--- src/rtl/mux2_rr_arbiter_pkg.sv ---
// Shared types and select encodings for the MUX2 round-robin arbiter.
package mux2_arb_pkg;

    typedef enum logic [1:0] {
        IDLE = 2'd0,
        GNT1 = 2'd1,
        GNT2 = 2'd2
    } arb_state_t;

    localparam logic SEL_DATA_1 = 1'b0;
    localparam logic SEL_DATA_2 = 1'b1;

endpackage

--- src/rtl/mux2_rr_arbiter_rr_pick2.sv ---
// Combinational next-winner pick for two requesters: on contention the one not served last wins.
module rr_pick2 (
    input  logic req_1,
    input  logic req_2,
    input  logic last_served,
    output logic any_req,
    output logic pick
);

    always_comb begin
        any_req = req_1 | req_2;
        // pick: 0 = requester 1, 1 = requester 2
        if (req_1 && req_2) begin
            pick = ~last_served;
        end else begin
            pick = req_2;
        end
    end

endmodule

--- src/rtl/mux2_rr_arbiter.sv ---
// Packet-locking round-robin arbiter that sequences the shared MUX2 select line.
// Optional per-requester packet counters are enabled with MUX2_RR_ARB_STATS_EN.
//
// state | meaning
// IDLE  | no owner; next request wins the mux on the following cycle
// GNT1  | requester 1 owns the mux until its packet's final beat
// GNT2  | requester 2 owns the mux until its packet's final beat
module mux2_rr_arbiter
    import mux2_arb_pkg::*;
#(
    parameter int FLITS_PER_PACKET = 4,
    parameter int CNT_W            = $clog2(FLITS_PER_PACKET + 1)
) (
    input  logic        clk,
    input  logic        reset,
    input  logic        req_1,
    input  logic        req_2,
    input  logic        out_ready,
    output logic        grant_1,
    output logic        grant_2,
    output logic        ready_1,
    output logic        ready_2,
    output logic        select,
    output logic        out_valid,
`ifdef MUX2_RR_ARB_STATS_EN
    output logic [15:0] pkt_cnt_1,
    output logic [15:0] pkt_cnt_2,
`endif
    output logic        packet_last
);

    localparam logic [CNT_W-1:0] LAST_BEAT = CNT_W'(FLITS_PER_PACKET - 1);

    arb_state_t       state_q, state_d;
    logic [CNT_W-1:0] beat_cnt_q, beat_cnt_d;
    logic             last_served_q, last_served_d;
    logic             select_q, select_d;

    logic any_req;
    logic pick;
    logic xfer;
    logic final_beat;

    rr_pick2 u_pick (
        .req_1       (req_1),
        .req_2       (req_2),
        .last_served (last_served_q),
        .any_req     (any_req),
        .pick        (pick)
    );

    always_comb begin
        grant_1     = (state_q == GNT1);
        grant_2     = (state_q == GNT2);
        select      = select_q;
        out_valid   = (grant_1 & req_1) | (grant_2 & req_2);
        ready_1     = grant_1 & req_1 & out_ready;
        ready_2     = grant_2 & req_2 & out_ready;
        xfer        = out_valid & out_ready;
        final_beat  = (beat_cnt_q == LAST_BEAT);
        packet_last = xfer & final_beat;
    end

    always_comb begin
        state_d       = state_q;
        beat_cnt_d    = beat_cnt_q;
        last_served_d = last_served_q;
        select_d      = select_q;
        case (state_q)
            IDLE: begin
                if (any_req) begin
                    state_d  = pick ? GNT2 : GNT1;
                    select_d = pick ? SEL_DATA_2 : SEL_DATA_1;
                end
            end
            GNT1: begin
                if (xfer && final_beat) begin
                    beat_cnt_d    = '0;
                    last_served_d = 1'b0;
                    // hand straight over to a waiting peer so back-to-back packets have no bubble
                    if (req_2) begin
                        state_d  = GNT2;
                        select_d = SEL_DATA_2;
                    end else if (req_1) begin
                        state_d = GNT1;
                    end else begin
                        state_d = IDLE;
                    end
                end else if (xfer) begin
                    beat_cnt_d = beat_cnt_q + CNT_W'(1);
                end
            end
            GNT2: begin
                if (xfer && final_beat) begin
                    beat_cnt_d    = '0;
                    last_served_d = 1'b1;
                    if (req_1) begin
                        state_d  = GNT1;
                        select_d = SEL_DATA_1;
                    end else if (req_2) begin
                        state_d = GNT2;
                    end else begin
                        state_d = IDLE;
                    end
                end else if (xfer) begin
                    beat_cnt_d = beat_cnt_q + CNT_W'(1);
                end
            end
            default: begin
                state_d    = IDLE;
                beat_cnt_d = '0;
            end
        endcase
    end

    always_ff @(posedge clk) begin
        if (reset) begin
            state_q       <= IDLE;
            beat_cnt_q    <= '0;
            last_served_q <= 1'b1;
            select_q      <= SEL_DATA_1;
        end else begin
            state_q       <= state_d;
            beat_cnt_q    <= beat_cnt_d;
            last_served_q <= last_served_d;
            select_q      <= select_d;
        end
    end

`ifdef MUX2_RR_ARB_STATS_EN
    logic [15:0] pkt_cnt_1_q, pkt_cnt_1_d;
    logic [15:0] pkt_cnt_2_q, pkt_cnt_2_d;

    always_comb begin
        pkt_cnt_1_d = pkt_cnt_1_q;
        pkt_cnt_2_d = pkt_cnt_2_q;
        if (packet_last && grant_1 && (pkt_cnt_1_q != 16'hFFFF)) begin
            pkt_cnt_1_d = pkt_cnt_1_q + 16'd1;
        end
        if (packet_last && grant_2 && (pkt_cnt_2_q != 16'hFFFF)) begin
            pkt_cnt_2_d = pkt_cnt_2_q + 16'd1;
        end
    end

    always_ff @(posedge clk) begin
        if (reset) begin
            pkt_cnt_1_q <= '0;
            pkt_cnt_2_q <= '0;
        end else begin
            pkt_cnt_1_q <= pkt_cnt_1_d;
            pkt_cnt_2_q <= pkt_cnt_2_d;
        end
    end

    assign pkt_cnt_1 = pkt_cnt_1_q;
    assign pkt_cnt_2 = pkt_cnt_2_q;
`endif

endmodule

--- config.mk ---
export PLATFORM = sky130hd
export DESIGN_NAME = mux2_rr_arbiter
export DESIGN_NICKNAME = d
export VERILOG_FILES = /design/src/rtl/mux2_rr_arbiter_pkg.sv /design/src/rtl/mux2_rr_arbiter_rr_pick2.sv /design/src/rtl/mux2_rr_arbiter.sv
export SDC_FILE = /design/constraint.sdc
export NUM_CORES = 1
export LEC_CHECK = 0
export ABC_AREA = 1
export CAP_MARGIN = 25
export CELL_PAD_IN_SITES_DETAIL_PLACEMENT = 0
export CELL_PAD_IN_SITES_GLOBAL_PLACEMENT = 1
export CORE_MARGIN = 2
export CORE_UTILIZATION = 36
export DETAILED_ROUTE_END_ITERATION = 16
export PLACE_DENSITY = 0.86
export SYNTH_ARGS = -nofsm -noshare
export SYNTH_HDL_FRONTEND = slang
export SYNTH_SLANG_ARGS = --single-unit
--- constraint.sdc ---
create_clock -name clk -period 2.3 [get_ports clk]
set_input_delay 0.69 -clock clk [delete_from_list [all_inputs] [get_ports clk]]
set_output_delay 0.69 -clock clk [all_outputs]
set_load 0.01 [all_outputs]
# After elaboration in Yosys (flattened, before gate mapping)

Cells that the tools add are included.

Output and inout port bits: 7
Input bits: 5
Logic and storage cells: 57
Register bits: 7

Mux-type cells: 23
Add/subtract/negate cells: 1
Equality and inequality tests: 9
Bitwise logic cells: 10
Reduce and logical (&&, ||, !) cells: 10

Operators with widths:

| kind                                                                  | count |
|---|---|
| 2-bit 2-to-1 mux                                                      | 7 |
| 1-bit 2-to-1 mux                                                      | 10 |
| 1-bit AND                                                             | 6 |
| 3-bit 2-to-1 mux                                                      | 2 |
| 2-bit != test, second input constant                                  | 3 |
| 2-bit case mux with 3 select lines                                    | 1 |
| 3-bit case mux with 2 select lines                                    | 1 |
| 3-bit AND reduction                                                   | 2 |
| 6-bit AND reduction                                                   | 1 |
| 2-bit by 1-bit != test with 1-bit output, second input constant       | 2 |
| 3-bit by 1-bit adder with 3-bit output, second input constant         | 1 |
| 3-bit by 2-bit equality test with 1-bit output, second input constant | 1 |
| 3-bit by 1-bit != test with 1-bit output, second input constant       | 1 |
| 1-bit case mux with 3 select lines                                    | 1 |
| 3-bit nonzero test                                                    | 1 |
| 2-bit by 1-bit equality test with 1-bit output, second input constant | 1 |
| 2-bit equality test, second input constant                            | 1 |
| 1-bit logical AND                                                     | 2 |
| 2-bit zero test                                                       | 1 |
| 1-bit inverter                                                        | 2 |
| 1-bit OR                                                              | 2 |
| 1-bit case mux with 2 select lines                                    | 1 |
| 2-bit AND reduction                                                   | 1 |
| 2-bit nonzero test                                                    | 1 |
| 2-bit OR reduction                                                    | 1 |

# Logic depth before layout (Yosys ltp)

Depth after elaboration: 7
Mapped depth: 10

# Hierarchy

A second synthesis with hierarchy kept.

Cell total of the unflattened synthesis: 91
Area, all modules: 585.6 µm²

By module, submodules not included:

| module          | cells an instance | times used | area each (µm²) |
|---|---|---|---|
| mux2_rr_arbiter | 88                | 1          | 570.5 |
| rr_pick2        | 3                 | 1          | 15.0 |

# Worst setup path after synthesis

Ideal clock, no wire load.

Path kind: register -> output
Start point: register state_q[1]
End point: output packet_last
Required time: 1.610 ns
Stages on the path, launching flop included: 7
Data arrival time: 1.087 ns
Path slack: 0.523 ns
Path buffers: 0
Cell sequence: dfxtp_1 -> inv_1 -> ha_1 -> nand2_2 -> nand2_4 -> nand3_4 -> inv_1

Word-level cells in the longest chain between the ends: 5

RTL lines:

| what                                           | RTL line               | text |
|---|---|---|
| from (decl)                                    | mux2_rr_arbiter.sv:34  | `arb_state_t state_q, state_d;` |
| from (signal assigned)                         | mux2_rr_arbiter.sv:123 | `state_q <= state_d;` |
| 2-bit by 1-bit equality test with 1-bit output | mux2_rr_arbiter.sv:53  | `grant_1 = (state_q == GNT1);` |
| named net grant_1                              | mux2_rr_arbiter.sv:19  | `output logic grant_1,` |
| 1-bit AND                                      | mux2_rr_arbiter.sv:56  | `out_valid = (grant_1 & req_1) \| (grant_2 & req_2);` |
| 1-bit OR                                       | mux2_rr_arbiter.sv:56  |  |
| named net out_valid                            | mux2_rr_arbiter.sv:24  | `output logic out_valid,` |
| 1-bit AND                                      | mux2_rr_arbiter.sv:59  | `xfer = out_valid & out_ready;` |
| 1-bit AND                                      | mux2_rr_arbiter.sv:61  | `packet_last = xfer & final_beat;` |
| to (decl)                                      | mux2_rr_arbiter.sv:29  | `output logic packet_last` |

The timed path passes the listed nets, and every way through them passes these cells.

# Worst setup path after layout

Start point: register state_q[0]
End point: output grant_2

Word-level cells in the longest chain between the ends: 1

RTL lines:

| what                | RTL line              | text |
|---|---|---|
| 2-bit equality test | mux2_rr_arbiter.sv:54 | `grant_2 = (state_q == GNT2);` |
| to (decl)           | mux2_rr_arbiter.sv:20 | `output logic grant_2,` |

No other way between the ends.

==> summary.log <==
INFO  run_status     run_status=complete, no violations
INFO  sta            report.final.setup_viol=0
INFO  power          power.internal=0.5253mW
INFO  placement      dpl.hpwl=997.8um
INFO  grt            grt_max_degree=7
INFO  synthesis      yosys_warnings=0
INFO  floorplanning  floorplan.io_pins=12
INFO  power          switching_share=46.48%
INFO  cts            cts_sinks=7
INFO  synthesis      netlist-cell-type-count=17
INFO  cts            cts_buffer_depth=2
INFO  synthesis      synthesis.area=563.0squm
INFO  floorplanning  std_cell_rows=14
INFO  final_layout   final_cells=121
INFO  grt            wire_length_of_the_first_global_routing_pass=2132um
INFO  final_layout   syn2layout_area_growth=37.11%
INFO  cts            clock-root-buffer=sky130_fd_sc_hd__clkbuf_4
INFO  sta            max_clock_freq=0.4550GHz
INFO  floorplanning  die_footprint=1896squm
INFO  final_layout   register_area=140.1squm
INFO  final_layout   finalCoreUtilization=51.85%
INFO  cts            clkLatencyLatePin=0.26ns
INFO  grt            grt_util_all_layers=15.54%
INFO  final_layout   antenna-diode-count=0
INFO  synthesis      yosys_top_cell_area_share=24.89%
INFO  floorplanning  floorplan.die.width=43.55um
INFO  floorplanning  initial_utilization=37.82%
INFO  sta            finalHoldViolCount=0
INFO  critical_path  highest_fanout_seen_on_the_critical_path=4
INFO  placement      io_buffers=11
INFO  placement      placement.setup.worst_slack=-0.4182ns
INFO  power          net-switching-power=0.4561mW
INFO  critical_path  timing.critical_path.to_type=output port
INFO  synthesis      syn-num-nets=93
INFO  final_layout   drive_gt1_share=24.76%
INFO  synthesis      syn-mean-instance-area=6.784squm
INFO  drt            detail_route.wl_per_cell=10.12um
INFO  final_layout   multi_input_area=376.6squm
INFO  sta            slew_headroom=83.98%
INFO  grt            initial_antenna_violation_count=0
INFO  drt            antenna_left=0
INFO  cts            cts_hold_repair.buffers=0
INFO  drt            drt_pre_antenna_iters=4
INFO  power          power.share.combinational=67.1%
INFO  sta            unrepaired_setup_endpoints_after_global_routing=false
INFO  floorplanning  core_region_area=1489squm
INFO  final_layout   fin_nets=116
INFO  drt            detail_route.wirelength=1225um
INFO  critical_path  signal_arrival_time_at_the_worst_endpoint=1.51ns
INFO  placement      gp_congestion=0.8457
INFO  power          max-vdd-ir-drop=0.5207mV
INFO  synthesis      synth.largest_area_cell=sky130_fd_sc_hd__dfxtp_1
INFO  sta            setup_slack=0.1022ns
INFO  drt            vias=566
INFO  grt            number_of_global_route_vias_before_repair=579
INFO  sta            timing.setup.tns=0ns
INFO  sta            period_needed=2.198ns
INFO  grt            grt_remaining_overflow=0
INFO  drt            first_iter_violations=4
INFO  final_layout   fillerInstances=152
INFO  critical_path  critical_path_class=register to output port
INFO  synthesis      seq_area_frac_synth=24.89%
INFO  cts            cts-buffers-inserted=3
INFO  drt            post_drt_via_cell_ratio=4.678
INFO  power          p_per_area=1271nW/um^2
INFO  drt            remaining_drc_errors=0
INFO  critical_path  setup.worst_path.start_class=register
INFO  power          power.total=0.9814mW
INFO  sta            layout_worst_path_cycle_share=95.56%
INFO  power          power.static_leakage=0.4037nW
INFO  critical_path  critPathRequiredTime=1.61ns
INFO  sta            slew_viol_final=0
INFO  power          seqPwrFrac=21.0%
INFO  hold_path      min_path_type=register to register
INFO  placement      post-place-cells=117
INFO  power          clock_power_share=11.8%
INFO  synthesis      yosys_register_bits=7
INFO  cts            clk_pin_slew=0.06ns
INFO  sta            max_slew.worst_pin.slew=0.2403ns
INFO  floorplanning  die_h=43.55um
INFO  synthesis      postSynthCellCount=83
INFO  cts            h-tree-depth=1
INFO  sta            fin_skew=0.005005ns
INFO  synthesis      synth.top_cells.by_area=sky130_fd_sc_hd__dfxtp_1 25%, sky130_fd_sc_hd__nand2_1 15%, sky130_fd_sc_hd__ha_1 11%
INFO  job            max-cap-violations=0
INFO  cts            tritoncts=done
[layer usage]
layer	GRT usage, %	part of all wire, %
met5	0	0
met4	15.15	3.3
met3	2.500	2.9
met2	25.00	48
met1	16.88	45
[synth_stat cells]
| cell type | number |
|---|---|
| sky130_fd_sc_hd__a21oi_4 | 1 |
| sky130_fd_sc_hd__inv_1 | 13 |
| sky130_fd_sc_hd__nand2_4 | 3 |
| sky130_fd_sc_hd__o211ai_1 | 1 |
| sky130_fd_sc_hd__o21a_1 | 2 |
| sky130_fd_sc_hd__nand3_4 | 1 |
| sky130_fd_sc_hd__nor2_2 | 2 |
| sky130_fd_sc_hd__a31oi_1 | 1 |
| sky130_fd_sc_hd__ha_1 | 5 |
| sky130_fd_sc_hd__nor2_1 | 11 |
| sky130_fd_sc_hd__dfxtp_1 | 7 |
| sky130_fd_sc_hd__nand2_2 | 4 |
| sky130_fd_sc_hd__nand3_1 | 2 |
| sky130_fd_sc_hd__nand3_2 | 1 |
| sky130_fd_sc_hd__a21oi_1 | 2 |
| sky130_fd_sc_hd__nand2_1 | 23 |
| sky130_fd_sc_hd__o21ai_0 | 4 |
[final cells by class]
| type | instances | share of cell area, % |
|---|---|---|
| Inverter | 13 | 6.321 |
| Tap cell | 16 | 2.593 |
| Clock buffer | 4 | 3.404 |
| Timing Repair Buffer | 18 | 20.75 |
| Multi-Input combinational cell | 63 | 48.78 |
| Sequential cell | 7 | 18.15 |
[layout by cell type, fill, tap and decap left out]
cell                              instances
sky130_fd_sc_hd__clkbuf_4                 3
sky130_fd_sc_hd__buf_4                    7
sky130_fd_sc_hd__dlygate4sd2_1            4
sky130_fd_sc_hd__o21a_1                   2
sky130_fd_sc_hd__o211ai_1                 1
sky130_fd_sc_hd__dfxtp_1                  7
sky130_fd_sc_hd__o21ai_0                  4
sky130_fd_sc_hd__nor2_1                  11
sky130_fd_sc_hd__nand2_4                  3
sky130_fd_sc_hd__clkbuf_1                 1
sky130_fd_sc_hd__nand3_1                  2
sky130_fd_sc_hd__nand2_2                  4
sky130_fd_sc_hd__ha_1                     4
sky130_fd_sc_hd__clkdlybuf4s50_1          4
sky130_fd_sc_hd__a21oi_1                  2
sky130_fd_sc_hd__a31oi_1                  1
sky130_fd_sc_hd__a21oi_4                  1
sky130_fd_sc_hd__nand3_4                  1
sky130_fd_sc_hd__clkdlybuf4s15_2          2
sky130_fd_sc_hd__nand3_2                  1
sky130_fd_sc_hd__inv_1                   12
sky130_fd_sc_hd__ha_2                     1
sky130_fd_sc_hd__inv_2                    1
sky130_fd_sc_hd__clkdlybuf4s15_1          1
sky130_fd_sc_hd__nor2_2                   2
sky130_fd_sc_hd__nand2_1                 23
[kinds of logic (layout without fill, tap and decap cells)]
kind of cell               Yosys count  in the layout  share of synthesized area, %
DFF                                  7              7                         24.89
adders and majority gates            5              5                         11.11
AOI/OAI and AO/OA                   11             11                         13.33
and+or+nand+nor                     47             47                         42.00
buffers and inverters               13             35                         8.667
[power groups by stage]
stage | clock (mW) | combinational [mW] | sequential, mW
3_3_place_gp | 0 | 0.651 | 0.205
4_1_cts | 0.123 | 0.664 | 0.205
5_1_grt | 0.127 | 0.746 | 0.212
3_5_place_dp | 0 | 0.667 | 0.208
6_report | 0.116 | 0.659 | 0.207
2_1_floorplan | 0 | 0.478 | 0.204
[state kept, by name, indices dropped and copies added, names as in the netlist]
| signal | cells |
|---|---|
| select | 1 |
| beat_cnt_q | 3 |
| last_served_q | 1 |
| state_q | 2 |
[stage by stage]
step | cell area [sq um] | hold WS (ns)
after floorplan | 563.0 | 0.4459
after global placement | 745.7 | 0.4623
after detailed placement | 745.7 | 0.4674
after CTS | 769.5 | 0.4817
after global routing | 772.0 | 0.5303
final | 772.0 | 0.4787
[worst paths after layout]
kind	startpoint	endpoint	slack, ns	depth (start not counted)
worst max-delay path	state_q[0]	grant_2	0.10	3
worst min-delay path	last_served_q	last_served_q	0.48	2
worst max register to register	state_q[0]	state_q[1]	0.78	10
worst min register to register	last_served_q	last_served_q	0.48	2
[worst max-delay path, stage by stage, from the launching register on]
cell and delay (ns):
sky130_fd_sc_hd__dfxtp_1 0.33, sky130_fd_sc_hd__inv_1 0.10, sky130_fd_sc_hd__ha_1 0.25, sky130_fd_sc_hd__clkdlybuf4s50_1 0.57
[timing repair]
action | CTS | global route
buffers inserted | 0 | 0
setup endpoints to repair | 4 | 1
gates cloned | 0 | 0
gates resized for setup | 12 | 2
(Power assumes the default switching activity.)
